$ cat config.mk
export PLATFORM = sky130hd
export DESIGN_NAME = butterfly_core_flat
export DESIGN_NICKNAME = d
export VERILOG_FILES = /design/src/rtl/kyber_pkg.sv /design/src/rtl/butterfly_core_if.sv /design/src/rtl/butterfly_core_mod_add_sub.sv /design/src/rtl/butterfly_core.sv /design/src/flat_wrapper.sv
export SDC_FILE = /design/constraint.sdc
export NUM_CORES = 1
export LEC_CHECK = 0
export BUFFER_PORTS_ARGS = -buffer_cell sky130_fd_sc_hd__clkbuf_2
export CAP_MARGIN = 20
export CORE_ASPECT_RATIO = 1.5
export CORE_MARGIN = 2
export CORE_UTILIZATION = 35
export CTS_BUF_LIST = sky130_fd_sc_hd__clkbuf_2 sky130_fd_sc_hd__clkbuf_4 sky130_fd_sc_hd__clkbuf_8
export CTS_CLUSTER_SIZE = 40
export DETAILED_ROUTE_END_ITERATION = 8
export GPL_TIMING_DRIVEN = 0
export PLACE_DENSITY = 0.6
export REMOVE_ABC_BUFFERS = 1
export SLEW_MARGIN = 10
export SYNTH_ARGS = -nofsm -noshare
export SYNTH_HDL_FRONTEND = slang
export SYNTH_SLANG_ARGS = --single-unit
$ cat constraint.sdc
create_clock -name clk -period 4 [get_ports clk]
set_clock_uncertainty 0.05 [all_clocks]
set_input_delay 0.6 -clock clk [delete_from_list [all_inputs] [get_ports clk]]
set_output_delay 0.6 -clock clk [all_outputs]
set_load 0.005 [all_outputs]
$ cat src/rtl/kyber_pkg.sv
// Shared Kyber arithmetic constants and small enums used by the butterfly datapath.
package kyber_pkg;

  localparam int KYBER_DATA_WIDTH = 12;
  localparam int KYBER_Q          = 3329;
  localparam int KYBER_MUL_LAT    = 4;

  typedef enum logic {
    MODE_CT = 1'b0,
    MODE_GS = 1'b1
  } bf_mode_e;

  typedef enum logic [1:0] {
    OP_ADD  = 2'd0,
    OP_SUB  = 2'd1,
    OP_HALF = 2'd2
  } mas_op_e;

endpackage

$ cat src/rtl/butterfly_core_if.sv
// Issue, multiplier and result signals of the butterfly core, bundled as one interface.
interface butterfly_core_if #(
  parameter int data_width = kyber_pkg::KYBER_DATA_WIDTH
);

  logic                  in_valid;
  logic                  mode;
  logic                  half_en;
  logic [data_width-1:0] u_in;
  logic [data_width-1:0] v_in;
  logic [data_width-1:0] w_in;
  logic [data_width-1:0] mul_a;
  logic [data_width-1:0] mul_b;
  logic [data_width-1:0] mul_p;
  logic                  out_valid;
  logic [data_width-1:0] x_out;
  logic [data_width-1:0] y_out;

  // The master side is the environment: issuer plus the external multiplier.
  modport master (
    output in_valid, mode, half_en, u_in, v_in, w_in, mul_p,
    input  mul_a, mul_b, out_valid, x_out, y_out
  );

  modport slave (
    input  in_valid, mode, half_en, u_in, v_in, w_in, mul_p,
    output mul_a, mul_b, out_valid, x_out, y_out
  );

endinterface

$ cat src/rtl/butterfly_core_mod_add_sub.sv
// Combinational modular add, subtract or halve with a single conditional correction.
module mod_add_sub
  import kyber_pkg::*;
#(
  parameter int data_width = KYBER_DATA_WIDTH,
  parameter int Q          = KYBER_Q
) (
  input  mas_op_e               op,
  input  logic [data_width-1:0] a,
  input  logic [data_width-1:0] b,
  output logic [data_width-1:0] r
);

  localparam logic [data_width:0] QW = (data_width + 1)'(Q);

  logic [data_width:0] sum;
  logic [data_width:0] diff;
  logic [data_width:0] odd_sum;

  // One extra bit holds the carry/borrow; a sum equal to Q folds to 0.
  always_comb begin
    sum     = {1'b0, a} + {1'b0, b};
    diff    = {1'b0, a} - {1'b0, b};
    odd_sum = {1'b0, a} + QW;
    r       = '0;
    unique case (op)
      OP_ADD:  r = (sum >= QW) ? data_width'(sum - QW) : sum[data_width-1:0];
      OP_SUB:  r = diff[data_width] ? data_width'(diff + QW) : diff[data_width-1:0];
      OP_HALF: r = a[0] ? odd_sum[data_width:1] : {1'b0, a[data_width-1:1]};
      default: r = '0;
    endcase
  end

endmodule

$ cat src/rtl/butterfly_core.sv
// Pipelined CT/GS NTT butterfly around an external MUL_LAT-cycle modular multiplier.
module butterfly_core
  import kyber_pkg::*;
#(
  parameter int data_width = KYBER_DATA_WIDTH,
  parameter int Q          = KYBER_Q,
  parameter int MUL_LAT    = KYBER_MUL_LAT
) (
  input logic             clk,
  input logic             rst,
  butterfly_core_if.slave bus
);

  typedef struct packed {
    logic                  valid;
    bf_mode_e              mode;
    logic                  half_en;
    logic [data_width-1:0] t;
  } stage_t;

  stage_t pipe [MUL_LAT];
  stage_t tap;

  logic                  issue_gs;
  logic [data_width-1:0] uv_sum;
  logic [data_width-1:0] uv_diff;
  logic [data_width-1:0] t_in;
  logic [data_width-1:0] tp_sum;
  logic [data_width-1:0] tp_diff;
  logic [data_width-1:0] x_raw;
  logic [data_width-1:0] y_raw;
  logic [data_width-1:0] x_half;
  logic [data_width-1:0] y_half;

  assign issue_gs = (bf_mode_e'(bus.mode) == MODE_GS);

  mod_add_sub #(.data_width(data_width), .Q(Q)) uv_add_i (
    .op(OP_ADD), .a(bus.u_in), .b(bus.v_in), .r(uv_sum)
  );

  mod_add_sub #(.data_width(data_width), .Q(Q)) uv_sub_i (
    .op(OP_SUB), .a(bus.u_in), .b(bus.v_in), .r(uv_diff)
  );

  assign t_in      = issue_gs ? uv_sum : bus.u_in;
  assign bus.mul_a = issue_gs ? uv_diff : bus.v_in;
  assign bus.mul_b = bus.w_in;

  // Side-band shift register, aligned so its last tap meets mul_p.
  always_ff @(posedge clk or posedge rst) begin
    if (rst) begin
      for (int i = 0; i < MUL_LAT; i++) pipe[i] <= '0;
    end else begin
      pipe[0] <= stage_t'{valid:   bus.in_valid,
                          mode:    bf_mode_e'(bus.mode),
                          half_en: bus.half_en,
                          t:       t_in};
      for (int i = 1; i < MUL_LAT; i++) pipe[i] <= pipe[i-1];
    end
  end

  assign tap = pipe[MUL_LAT-1];

  mod_add_sub #(.data_width(data_width), .Q(Q)) tp_add_i (
    .op(OP_ADD), .a(tap.t), .b(bus.mul_p), .r(tp_sum)
  );

  mod_add_sub #(.data_width(data_width), .Q(Q)) tp_sub_i (
    .op(OP_SUB), .a(tap.t), .b(bus.mul_p), .r(tp_diff)
  );

  assign x_raw = (tap.mode == MODE_GS) ? tap.t     : tp_sum;
  assign y_raw = (tap.mode == MODE_GS) ? bus.mul_p : tp_diff;

  mod_add_sub #(.data_width(data_width), .Q(Q)) x_half_i (
    .op(OP_HALF), .a(x_raw), .b('0), .r(x_half)
  );

  mod_add_sub #(.data_width(data_width), .Q(Q)) y_half_i (
    .op(OP_HALF), .a(y_raw), .b('0), .r(y_half)
  );

  // Results hold their last value while no operation is staged.
  always_ff @(posedge clk or posedge rst) begin
    if (rst) begin
      bus.out_valid <= 1'b0;
      bus.x_out     <= '0;
      bus.y_out     <= '0;
    end else if (tap.valid) begin
      bus.out_valid <= 1'b1;
      bus.x_out     <= tap.half_en ? x_half : x_raw;
      bus.y_out     <= tap.half_en ? y_half : y_raw;
    end else begin
      bus.out_valid <= 1'b0;
    end
  end

endmodule

$ cat src/flat_wrapper.sv
// flat-port wrapper written by rule: the top's interface ports become plain ports
module butterfly_core_flat import kyber_pkg::*;
#(
  parameter int data_width = KYBER_DATA_WIDTH,
  parameter int Q          = KYBER_Q,
  parameter int MUL_LAT    = KYBER_MUL_LAT
)
  (clk, rst, bus_in_valid, bus_mode, bus_half_en, bus_u_in, bus_v_in, bus_w_in, bus_mul_p, bus_mul_a, bus_mul_b, bus_out_valid, bus_x_out, bus_y_out);
  butterfly_core_if #(.data_width(data_width)) bus_i ();
  input logic clk;
  input logic rst;
  input wire logic [$bits(bus_i.in_valid)-1:0] bus_in_valid;
  input wire logic [$bits(bus_i.mode)-1:0] bus_mode;
  input wire logic [$bits(bus_i.half_en)-1:0] bus_half_en;
  input wire logic [$bits(bus_i.u_in)-1:0] bus_u_in;
  input wire logic [$bits(bus_i.v_in)-1:0] bus_v_in;
  input wire logic [$bits(bus_i.w_in)-1:0] bus_w_in;
  input wire logic [$bits(bus_i.mul_p)-1:0] bus_mul_p;
  output wire logic [$bits(bus_i.mul_a)-1:0] bus_mul_a;
  output wire logic [$bits(bus_i.mul_b)-1:0] bus_mul_b;
  output wire logic [$bits(bus_i.out_valid)-1:0] bus_out_valid;
  output wire logic [$bits(bus_i.x_out)-1:0] bus_x_out;
  output wire logic [$bits(bus_i.y_out)-1:0] bus_y_out;
  assign bus_i.in_valid = bus_in_valid;
  assign bus_i.mode = bus_mode;
  assign bus_i.half_en = bus_half_en;
  assign bus_i.u_in = bus_u_in;
  assign bus_i.v_in = bus_v_in;
  assign bus_i.w_in = bus_w_in;
  assign bus_i.mul_p = bus_mul_p;
  assign bus_mul_a = bus_i.mul_a;
  assign bus_mul_b = bus_i.mul_b;
  assign bus_out_valid = bus_i.out_valid;
  assign bus_x_out = bus_i.x_out;
  assign bus_y_out = bus_i.y_out;
  butterfly_core #(.data_width(data_width), .Q(Q), .MUL_LAT(MUL_LAT)) u_core (.clk(clk), .rst(rst), .bus(bus_i));
endmodule
## Yosys cells after proc, flatten, opt, wreduce, memory -nomap -nowiden

Index checks and enable logic that the tools add are counted.

- $add $sub $neg: 10
- Order comparisons: 2
- Multiplexer cells: 13

Operators by type and width:

| kind | number |
|---|---|
| $mux 12 | 12 |
| $add 12x12->13 | 2 |
| $add 12x12->13 const B | 2 |
| $ge 13x12->1 const B | 2 |
| $sub 12x12->13 | 2 |
| $add 12x12->12 const B | 2 |
| $sub 12x12->12 const B | 2 |
| $mux 1 | 1 |

- Input bits: 53
- Register bits after elaboration: 85
- Word-level logic and storage cells: 44
- Output and inout bits: 49

## Longest topological paths before layout

Gate-level depths: netlist (run 1).

- Depth after elaboration: 7
- Depth in mapped cells: 18
- Depth with buffers taken out: 18

## Hierarchy

A second synthesis (run 1) with hierarchy kept.

- Cells, all modules: 2197
- Area total of the unflattened synthesis: 17463.0 um2

By module, submodules not included:

| module | seq. area each (um2) | instances | area an instance (um2) | cells each |
|---|---|---|---|---|
| mod_add_sub (u_core.tp_add_i ...) | 0.0 | 4 | 2290.9 | 316 |
| butterfly_core | 2127.0 | 1 | 3467.1 | 237 |
| mod_add_sub (u_core.tp_sub_i) | 0.0 | 1 | 2468.6 | 359 |
| mod_add_sub (u_core.y_half_i) | 0.0 | 1 | 2363.5 | 337 |

## Worst setup path before layout (run 1)

No wires, ideal clock.

- Kind: input port to flip-flop
- Start point: in bus_mul_p[0]
- End point: reg u_core.bus.x_out[3]
- Required time: 3.815 ns
- Cell stages on the path: 17
- Library setup time: 0.135 ns
- Arrival time: 4.107 ns
- Slack: -0.292 ns
- Path buffers: 1
- Path through: ha_1 > fa_1 > xnor2_1 > or3_1 > mux2i_1 > nand4_1 > o41ai_2 > a211oi_4 > buf_6 > o221ai_1 > and2_1 > ha_1 > o21ai_0 > nor4_1 > nor2_1 > o211ai_1 > o21ai_0

- Cells in the longest elaborated chain, start to end: 7
- Elaborated cells between the ends (all ways): 8
- Those cells by class: 3 x add/sub; 1 x order compare; 4 x mux

Ends and longest elaborated chain:

| element | line | source |
|---|---|---|
| from (decl) | flat_wrapper.sv:18 | `input wire logic [$bits(bus_i.mul_p)-1:0] bus_mul_p;` |
| $add 12x12->13 (*) | butterfly_core_mod_add_sub.sv:22 | `sum = {1'b0, a} + {1'b0, b};` |
| $sub 12x12->12 or $ge 13x12->1 (tied branches) | butterfly_core_mod_add_sub.sv:27 | `OP_ADD: r = (sum >= QW) ? data_width'(sum - QW) : sum[data_width-1:0];` |
| $mux 12 (*) | butterfly_core_mod_add_sub.sv:27 |  |
| $mux 12 (*) | butterfly_core.sv:72 | `assign x_raw = (tap.mode == MODE_GS) ? tap.t : tp_sum;` |
| $add 12x12->13 | butterfly_core_mod_add_sub.sv:24 | `odd_sum = {1'b0, a} + QW;` |
| $mux 12 | butterfly_core_mod_add_sub.sv:29 | `OP_HALF: r = a[0] ? odd_sum[data_width:1] : {1'b0, a[data_width-1:1]};` |
| $mux 12 (*) | butterfly_core.sv:91 | `bus.x_out <= tap.half_en ? x_half : x_raw;` |
| to (signal assigned) | butterfly_core.sv:91 |  |
| to (decl) | butterfly_core_if.sv:27 | `output mul_a, mul_b, out_valid, x_out, y_out` |

Every way passes the cells marked *; elsewhere a longest branch is shown, timed or not.
A chain may end at the register's enable or synchronous reset.

## Worst setup path after layout (run 1)

- Start point: reg u_core.pipe[0] in the netlist's numbering
- End point: reg u_core.bus.x_out[10]

- Cells in the longest elaborated chain, start to end: 7
- Elaborated cells between the ends (all ways): 8
- Those cells by class: 3 x add/sub; 1 x order compare; 4 x mux

Ends and longest elaborated chain:

| element | line | source |
|---|---|---|
| from (decl) | butterfly_core.sv:21 | `stage_t pipe [MUL_LAT];` |
| $add 12x12->13 | butterfly_core_mod_add_sub.sv:22 |  |
| $sub 12x12->12 or $ge 13x12->1 (tied branches) | butterfly_core_mod_add_sub.sv:27 |  |
| $mux 12 | butterfly_core_mod_add_sub.sv:27 |  |
| $mux 12 (*) | butterfly_core.sv:72 |  |
| $add 12x12->13 | butterfly_core_mod_add_sub.sv:24 |  |
| $mux 12 | butterfly_core_mod_add_sub.sv:29 |  |
| $mux 12 (*) | butterfly_core.sv:91 |  |

Marked as above.

==> metrics.md, run 1 <==
| Metric | Value |
|---|---|
| Status | finished, violations left |
| Failing checks | negative setup slack |
| Rel. slew slack | 38.5% |
| Clk slew on worst S/H paths | 0.09 ns |
| Ranking of synthesized cells by area | dfrtp_1 28%, ha_1 9.3%, a21oi_1 5.1% |
| Final min period | 4.35 ns |
| DP Worst Slack | -1.56 ns |
| CP max stage delay | 0.44 ns |
| P_int | 2.81 mW |
| Hold WC Path Type | in -> async |
| Post-DR vias/cell | 5.60 |
| Vias in the first global route | 7,097 |
| Cell variety after synth | 85 |
| Post-synth top area share | 28.4% |
| CTS max path bufs | 2 |
| Sw Pwr | 2.08 mW |
| CP startpoint kind | flop |
| VDD IR-drop max | 0.000172 V |
| Max Cap Viol | 0 |
| Largest net degree at the start of global routing | 54 |
| Fin crit share | 109% |
| GR Overflow Total | 0 |
| CTS tree | yes |
| Clock Latency Late Sink | 0.35 ns |
| Top-count cell post-synth | dfrtp_1 |
| ANT cells | 0 |
| CTS Root Cell | clkbuf_8 |
| Critical path class | reg -> reg |
| Placer Congestion | 0.935 |
| Worst-path cell chain | ha_4 > fa_2 > xnor2_2 > or3_1 > mux2i_2 > nand4_1 > buf_6 > o41ai_4 > a211oi_4 > buf_6 > buf_4 > o221ai_4 > o211ai_1 > nor4_4 > buf_4 > a21oi_2 > mux2i_1 > nand2_1 |
| Clock power frac | 13.8% |
| First-pass GRT wire length | 35,200 µm |
| Power density cells | 498 mW/mm² |
| CORE AREA | 0.0211 mm² |
| Die area | 0.0226 mm² |
| Die height | 183 µm |
| Clock buffer count from CTS | 9 |
| Starting Density | 35.6% |
| Least-Margin Pin Slew | 0.921 ns |
| LEAKAGE | 4.26 nW |
| Row count | 65 |
| Crit Path Max Fanout | 8 |
| Comb pwr share | 62.3% |
| PnR worst setup slack | -0.350 ns |
| Final setup fails | 13 |
| Yosys warnings | 0 |
| Synth Register Bits | 85 |
| 1st-iter DRT viols | 363 |
| Final Net Count | 1,133 |
| Area Growth Syn to Fin | 30.9% |
| Synth cell count leaders | 85 x dfrtp_1, 76 x a21oi_1, 76 x nor2_1 |
| Ratio of cells with drive above 1 in the final layout | 32.2% |
| Synthesized area | 0.00750 mm² |
| Number of H-tree levels | 3 |
| Ys async rst share | 100% |
| Drt total wl | 22,200 µm |
| Fin. Hold Viols | 0 |
| RSZ-0062 raised after global routing | true |
| Final Max Slew Viols | 0 |
| Post-synth EDFFs | 0 |
| Final ANT Viol Nets | 0 |
| Port bufs | 77 |
| Sequential fraction of the synthesis area | 28.4% |
| # IOs | 102 |
| Top cell type by total area after synthesis | dfrtp_1 |
| Avg Cell Area, Syn | 8.36 µm² |
| Synth Flop Type | dfrtp_1 |
| Worst path slowest cell | fa_2 |
| WL/cell | 17.1 µm |
| DRC viols | 0 |
| Post-Synthesis Cells | 897 |
| Dpl hpwl | 16,000 µm |
| Crit. End Element | flop |
| Seq pwr share | 23.8% |
| Clk sink count | 85 |
| Antenna violations before repair | 0 |
| Layout Utilization | 46.6% |
| Hold_ws | 0.197 ns |
| Total negative slack | -2.58 ns |
| Placed inst area | 0.00799 mm² |
| Switch share | 42.6% |
| Overall Power | 4.89 mW |
| Chip width | 123 µm |
| Drt first pass iters | 5 |
| Fmax | 0.230 GHz |
| Total GRT Usage | 19.6% |
| Worst EP arrival | 4.54 ns |
| Via count | 7,235 |
| Placed cells | 1,195 |
| Critical path required time | 4.19 ns |
| Fin cells | 1,292 |
| Post-Layout Inst Area | 0.00981 mm² |
-- cells by family after synthesis --
family                   synth area share, %
buffers and inverters                   6.86
flip-flops                              28.4
XOR/XNOR                                6.08
AND/OR/NAND/NOR                         20.8
AO/OA/AOI/OAI                           25.0
multiplexers                            2.49
adder cells (fa/ha/maj)                 10.4
-- layout make-up --
cell class              instances  area (µm²)
well taps                     268         335
fillers                      2004       11300
clock inverters                 3        68.8
flip-flops and latches         85        2130
clock buffers                  12         153
inverters                      69         267
multi-input cells             695        5720
repair buffers                160        1140
-- cell usage in the layout (no fill, tap or decap), types with 20 or more instances in the layout --
cell       n
a21oi_1   60
buf_4     68
clkbuf_2  71
dfrtp_1   83
ha_1      45
inv_1     61
nand2_1   59
nand3_1   24
nor2_1    73
nor3_1    20
o21ai_0   22
xnor2_1   29
-- state kept, by name (all words and copies together) (netlist names) --
name	cells
u_core.pipe	60
u_core.bus.x_out	12
u_core.bus.y_out	12
u_core.bus.out_valid	1
-- power by group through the flow --
stage | registers (mW) | logic, mW | clock network (mW)
final | 1.16 | 3.05 | 0.677
after global routing | 1.19 | 3.30 | 0.734
after CTS | 1.17 | 2.66 | 0.697
after detailed placement | 1.18 | 2.14 | 0
after global placement | 1.18 | 2.12 | 0
after floorplan | 1.15 | 1.56 | 0
-- worst paths after layout --
check                                     startpoint                                to  slack (ns)  cells after the start
setup / recovery            u_core.pipe[0]$_DFF_PP0_  u_core.bus.x_out[10]$_DFFE_PP0P_       -0.35                     18
hold / removal                                   rst         u_core.pipe[14]$_DFF_PP0_        0.20                      2
setup reg to reg            u_core.pipe[0]$_DFF_PP0_  u_core.bus.x_out[10]$_DFFE_PP0P_       -0.35                     18
hold reg to reg            u_core.pipe[24]$_DFF_PP0_          u_core.pipe[9]$_DFF_PP0_        0.29                      0
max in group asynchronous                        rst   u_core.bus.y_out[4]$_DFFE_PP0P_        3.08                      3
min in group clk           u_core.pipe[24]$_DFF_PP0_          u_core.pipe[9]$_DFF_PP0_        0.29                      0
-- what timing repair did --
action,4_1_cts,5_1_grt
resized for setup,112,93
buffers inserted,46,33
gates cloned,1,0
pin swaps,41,59
endpoints found under the setup margin,47,44
hold buffers,0,0
-- per-layer routing --
layer	GRT usage (%)	up-vias	wire [µm]
li1	-	3483	-
met1	20.5	3459	8010
met2	35.4	228	11700
met3	2.80	65	913
met4	13.4	0	1500
met5	0	-	0
-- critical path: cells and delay by family, from the launching register on --
family | cells | cell delay (ns)
simple gates | 4 | 1.04
compound gates | 5 | 0.90
buf+inv | 4 | 0.65
fa+ha+maj | 2 | 0.62
flops | 1 | 0.42
mux | 2 | 0.38
xor+xnor | 1 | 0.16
Power figures use the tool's default switching activity.
==> inputs of run 2 (changes only) <==
--- a/config.mk
+++ b/config.mk
@@ -9,12 +9,12 @@
 export CAP_MARGIN = 20
 export CORE_ASPECT_RATIO = 1.5
 export CORE_MARGIN = 2
-export CORE_UTILIZATION = 35
+export CORE_UTILIZATION = 55
 export CTS_BUF_LIST = sky130_fd_sc_hd__clkbuf_2 sky130_fd_sc_hd__clkbuf_4 sky130_fd_sc_hd__clkbuf_8
 export CTS_CLUSTER_SIZE = 40
 export DETAILED_ROUTE_END_ITERATION = 8
 export GPL_TIMING_DRIVEN = 0
-export PLACE_DENSITY = 0.6
+export PLACE_DENSITY = 0.85
 export REMOVE_ABC_BUFFERS = 1
 export SLEW_MARGIN = 10
 export SYNTH_ARGS = -nofsm -noshare
==> run 2 against run 1 <==
The run still ends with negative setup slack left. Register-to-register slack got worse by 0.16 ns. Setup slack worse by 0.16 ns. Non-clock buffer count fell by 13. Sequential share of layout area rose by 0.81 points.
==> metrics.md, run 2 (synthesis results as in run 1) <==
| Metric | Value |
|---|---|
| Final min period | 4.51 ns |
| Critical path required time | 4.24 ns |
| Fin crit share | 113% |
| Hold WC Path Type | in -> async |
| Clock Latency Late Sink | 0.35 ns |
| Total GRT Usage | 28.1% |
| PnR worst setup slack | -0.506 ns |
| Max reg flops | 60 |
| Fin cells | 1,175 |
| Clk slew on worst S/H paths | 0.10 ns |
| Number of H-tree levels | 3 |
| Most flops, register | u_core.pipe |
| CP startpoint kind | flop |
| GR Overflow Total | 0 |
| Via count | 7,798 |
| WL/cell | 20.8 µm |
| Placer Congestion | 0.951 |
| Reg2reg setup slack | -0.51 ns |
| Final ANT Viol Nets | 0 |
| RR Endpoint | u_core.bus.x_out[9]$_DFFE_PP0P_ |
| Drt first pass iters | 7 |
| Power density cells | 512 mW/mm² |
| Status | finished, violations left |
| 1st-iter DRT viols | 669 |
| Overall Power | 4.84 mW |
| Post-DR vias/cell | 6.64 |
| Placed cells | 1,089 |
| CTS max path bufs | 2 |
| Area Growth Syn to Fin | 26.1% |
| ANT cells | 0 |
| Critical path class | reg -> reg |
| Die area | 0.0146 mm² |
| Final setup fails | 15 |
| # IOs | 102 |
| CTS Root Cell | clkbuf_8 |
| Starting Density | 55.9% |
| Fin. Hold Viols | 0 |
| First-pass GRT wire length | 33,200 µm |
| Commonest cells after routing, fill and taps aside | 84 x dfrtp_1, 73 x nor2_1, 72 x clkbuf_2 |
| DRC viols | 0 |
| Row count | 52 |
| Clock buffer count from CTS | 9 |
| Crit. End Element | flop |
| Cts hold-fix bufs | 0 |
| Crit Path Max Fanout | 7 |
| Chip width | 99.3 µm |
| Least-Margin Pin Slew | 1.12 ns |
| Die height | 147 µm |
| LEAKAGE | 4.17 nW |
| Drt total wl | 24,400 µm |
| Most common cell after layout, fill and taps aside | dfrtp_1 |
| Rel. slew slack | 25.0% |
| CTS tree | yes |
| Final Max Slew Viols | 0 |
| Regs by FF count | u_core.pipe (60), u_core.bus.x_out (12), u_core.bus.y_out (12) |
| Antenna violations before repair | 0 |
| Clk sink count | 85 |
| Port bufs | 77 |
| Fmax | 0.222 GHz |
| Final Net Count | 1,121 |
| Worst Setup SP | u_core.pipe[0]$_DFF_PP0_ |
| Largest net degree at the start of global routing | 72 |
| Ratio of cells with drive above 1 in the final layout | 30.1% |
| R2R cell count | 16 |
| VDD IR-drop max | 0.000236 V |
| CORE AREA | 0.0134 mm² |
| RSZ-0062 raised after global routing | true |
| Filler cells | 901 |
| Dpl hpwl | 14,600 µm |
| Reg-to-Reg Start | u_core.pipe[0]$_DFF_PP0_ |
| Vias in the first global route | 7,112 |
| Worst EP arrival | 4.75 ns |
| Max Cap Viol | 0 |
| Failing checks | negative setup slack |
run 2: changes by cell type in the layout (fill, tap and decap cells not counted), sizes merged:
cell      before  now
buf           88   75
inv           67   71
bufinv         2    0
clkbuf        84   82
a21oi         76   77
clkinvlp       0    1
run 2: layout make-up:
type | count | area (µm²) | area share, %
well taps | 162 | 203 | 2.14
multi-input cells | 696 | 5670 | 60.0
inverters | 69 | 272 | 2.87
clock inverters | 6 | 53.8 | 0.569
clock buffers | 10 | 138 | 1.46
repair buffers | 147 | 988 | 10.5
flip-flops and latches | 85 | 2130 | 22.5
run 2: worst max path at each step:
stage,to,depth (start not counted),slack (ns)
after global placement,u_core.bus.x_out[3]$_DFFE_PP0P_,18,-1.45
after global routing,u_core.bus.x_out[11]$_DFFE_PP0P_,17,-0.63
after floorplan,u_core.bus.x_out[5]$_DFFE_PP0P_,17,-0.51
final,u_core.bus.x_out[9]$_DFFE_PP0P_,16,-0.51
after detailed placement,u_core.bus.x_out[5]$_DFFE_PP0P_,18,-1.54
after CTS,u_core.bus.x_out[9]$_DFFE_PP0P_,16,-0.22
run 2: critical path: stages (launching register included):
cell	delay, ns
dfrtp_1	0.42
ha_4	0.18
fa_2	0.46
xnor2_2	0.17
or3_1	0.35
mux2i_1	0.24
nand4_1	0.16
buf_6	0.17
o41ai_4	0.41
a211oi_4	0.15
buf_6	0.18
and3_4	0.18
o31a_1	0.38
nor3b_4	0.31
nand3_2	0.15
a311oi_2	0.31
a2bb2oi_2	0.16
run 2: power breakdown:
part / switching (mW) / internal, mW / leakage [nW] / total (mW)
combinational: 1.78 / 1.31 / 3.07 / 3.09
sequential: 0.125 / 1.04 / 0.999 / 1.17
clock: 0.327 / 0.253 / 0.0954 / 0.581
total: 2.24 / 2.60 / 4.17 / 4.84
run 2: metrics by stage:
step	cell area, µm²	setup TNS (ns)	util (%)	hold slack [ns]	worst slack, ns
after floorplan	7240	-2.51	-	0.281	-0.508
after global placement	7830	-23.88	58.4	0.281	-1.45
after detailed placement	7860	-27.41	58.6	0.285	-1.54
after CTS	8670	-1.54	64.7	0.0876	-0.220
after global routing	9450	-7.65	70.5	0.102	-0.628
final	9450	-4.38	70.5	0.0910	-0.506
run 2: metal layers:
layer  part of all wire [%]  track usage (%)  vias to the layer above
li1                       -                -                     3454
met5                      0                0                        -
met1                     34             29.6                     3657
met2                     52             50.4                      536
met3                    8.1             5.28                      151
met4                    6.3             18.2                        0
run 2: repair_timing:
| item | CTS | global route |
|---|---|---|
| pin swaps | 27 | 63 |
| endpoints found under the setup margin | 43 | 39 |
| gates cloned | 1 | 1 |
| gates resized for setup | 80 | 100 |
| buffers inserted | 30 | 38 |
==> inputs of run 3 (changes only) <==
--- a/config.mk
+++ b/config.mk
@@ -9,12 +9,12 @@
 export CAP_MARGIN = 20
 export CORE_ASPECT_RATIO = 1.5
 export CORE_MARGIN = 2
-export CORE_UTILIZATION = 55
+export CORE_UTILIZATION = 40
 export CTS_BUF_LIST = sky130_fd_sc_hd__clkbuf_2 sky130_fd_sc_hd__clkbuf_4 sky130_fd_sc_hd__clkbuf_8
 export CTS_CLUSTER_SIZE = 40
 export DETAILED_ROUTE_END_ITERATION = 8
 export GPL_TIMING_DRIVEN = 0
-export PLACE_DENSITY = 0.85
+export PLACE_DENSITY = 0.66
 export REMOVE_ABC_BUFFERS = 1
 export SLEW_MARGIN = 10
 export SYNTH_ARGS = -nofsm -noshare
==> run 3 against run 2 <==
The run still ends with negative setup slack left. Count of clock-buffer cells in the layout increased by 1. Cell area up 1.4%. Sequential share of layout area shrank 0.31 points. Maximum frequency is 5.5% higher. Register-to-register slack improved by 0.24 ns. First-iteration DRC count decreased by 39%. Utilization decreased by 19 points. Sequential power is essentially flat. Highest routed layer unchanged.
==> metrics.md, run 3 (synthesis results as in run 1) <==
| Metric | Value |
|---|---|
| Final Max Slew Viols | 0 |
| LEAKAGE | 4.17 nW |
| Die area | 0.0199 mm² |
| Final min period | 4.27 ns |
| Post-DR vias/cell | 5.71 |
| Least-Margin Pin Slew | 1.06 ns |
| Filler cells | 1,744 |
| Max reg flops | 60 |
| Area Growth Syn to Fin | 27.9% |
| DP Worst Slack | -1.45 ns |
| VDD IR-drop max | 0.000184 V |
| Via count | 7,222 |
| CTS tree | yes |
| Crit Path Max Fanout | 4 |
| RSZ-0062 raised after global routing | true |
| Most common cell after layout, fill and taps aside | dfrtp_1 |
| Power density cells | 493 mW/mm² |
| Final setup fails | 10 |
| Status | finished, violations left |
| Final Net Count | 1,121 |
| Worst EP arrival | 4.46 ns |
| Ratio of cells with drive above 1 in the final layout | 30.9% |
| Total GRT Usage | 21.2% |
| Clock Latency Late Sink | 0.35 ns |
| Most flops, register | u_core.pipe |
| Clk sink count | 85 |
| ANT cells | 0 |
| Critical path class | reg -> reg |
| Layout Utilization | 51.9% |
| Hold_ws | 0.118 ns |
| Starting Density | 40.6% |
| Drt first pass iters | 7 |
| Failing checks | negative setup slack |
| Regs by FF count | u_core.pipe (60), u_core.bus.x_out (12), u_core.bus.y_out (12) |
| Die height | 172 µm |
| CTS max path bufs | 2 |
| GR Overflow Total | 0 |
| Drt total wl | 21,800 µm |
| Port bufs | 77 |
| CORE AREA | 0.0185 mm² |
| PnR worst setup slack | -0.271 ns |
| Largest net degree at the start of global routing | 69 |
| Chip width | 116 µm |
| Worst Setup SP | u_core.pipe[0]$_DFF_PP0_ |
| CTS Root Cell | clkbuf_8 |
| Antenna violations before repair | 0 |
| Cts hold-fix bufs | 0 |
| Dpl hpwl | 15,300 µm |
| DRC viols | 0 |
| 1st-iter DRT viols | 405 |
| Critical path required time | 4.19 ns |
| Fmax | 0.234 GHz |
| Placer Congestion | 0.912 |
| Clock buffer count from CTS | 9 |
| First-pass GRT wire length | 33,400 µm |
| Row count | 61 |
| WL/cell | 17.2 µm |
| Max Cap Viol | 0 |
| Reg-to-Reg Start | u_core.pipe[0]$_DFF_PP0_ |
| CP startpoint kind | flop |
| Fin. Hold Viols | 0 |
| Number of H-tree levels | 3 |
| Vias in the first global route | 6,886 |
| Overall Power | 4.73 mW |
| Commonest cells after routing, fill and taps aside | 84 x dfrtp_1, 74 x nor2_1, 73 x clkbuf_2 |
| Fin crit share | 107% |
| Rel. slew slack | 29.4% |
| Clk slew on worst S/H paths | 0.08 ns |
| Crit. End Element | flop |
| Final ANT Viol Nets | 0 |
| Hold WC Path Type | in -> async |
| # IOs | 102 |
-- run 3: cell types whose count changed in the layout (fill, tap and decap cells not counted), moves of 3 or more --
cell     change
ha_1         -5
and3_4       -3
ha_2         +3
inv_6        -3
o21ai_1      -3
o21ai_2      +3
-- run 3: metal layers --
layer / up-vias / wire [µm] / global-route usage (%)
li1: 3470 / - / -
met1: 3435 / 8160 / 22.4
met2: 252 / 11600 / 39.4
met3: 65 / 1040 / 3.35
met4: 0 / 992 / 11.5
met5: - / 0 / 0
-- run 3: layout make-up --
class,instances,area (µm²),area share (%)
inverter,69,272,2.83
tap,252,315,3.29
timing repair buffer,147,986,10.3
clock inverter,5,60.1,0.626
clock buffer,11,145,1.51
multi-input combinational,696,5680,59.3
sequential,85,2130,22.2
-- run 3: power breakdown --
group	internal [mW]	total (mW)	switching (mW)
clock network	0.314	0.611	0.297
registers	1.04	1.16	0.119
logic	1.30	2.96	1.66
total	2.66	4.73	2.07
-- run 3: through the flow --
stage                     area [µm²]  TNS [ns]  std cells
final                           9590     -1.84       1265
after detailed placement        7970    -29.68       1179
after CTS                       8740     -1.58       1224
after floorplan                 7240     -2.51        849
after global routing            9590     -3.97       1265
after global placement          7940    -28.06       1178
-- run 3: worst max-delay path, stage by stage, from the launching register on --
cell and delay [ns]:
dfrtp_1 0.39, ha_2 0.20, fa_2 0.42, xnor2_2 0.16, or3_1 0.34, mux2i_1 0.20
nand4_1 0.22, buf_4 0.22, o41a_1 0.35, a21boi_1 0.16, a221o_1 0.26, buf_6 0.13
o211ai_1 0.17, nor4_4 0.43, buf_4 0.18, xnor2_1 0.06, a21oi_1 0.14, nor2_1 0.06
-- run 3: repair_timing --
| action | 4_1_cts | 5_1_grt |
|---|---|---|
| endpoints found under the setup margin | 47 | 46 |
| hold endpoints to repair | 0 | 0 |
| resized for setup | 78 | 107 |
| gates cloned | 2 | 1 |
| pin swaps | 33 | 56 |
| buffers inserted | 27 | 40 |
-- run 3: final timing paths --
check / to / slack, ns / cells after the start
hold reg to reg: u_core.pipe[22]$_DFF_PP0_ / 0.29 / 0
setup / recovery: u_core.bus.x_out[4]$_DFFE_PP0P_ / -0.27 / 17
setup reg to reg: u_core.bus.x_out[4]$_DFFE_PP0P_ / -0.27 / 17
hold / removal: u_core.bus.x_out[11]$_DFFE_PP0P_ / 0.12 / 2
max in group asynchronous: u_core.pipe[48]$_DFF_PP0_ / 3.18 / 3
min in group clk: u_core.pipe[22]$_DFF_PP0_ / 0.29 / 0
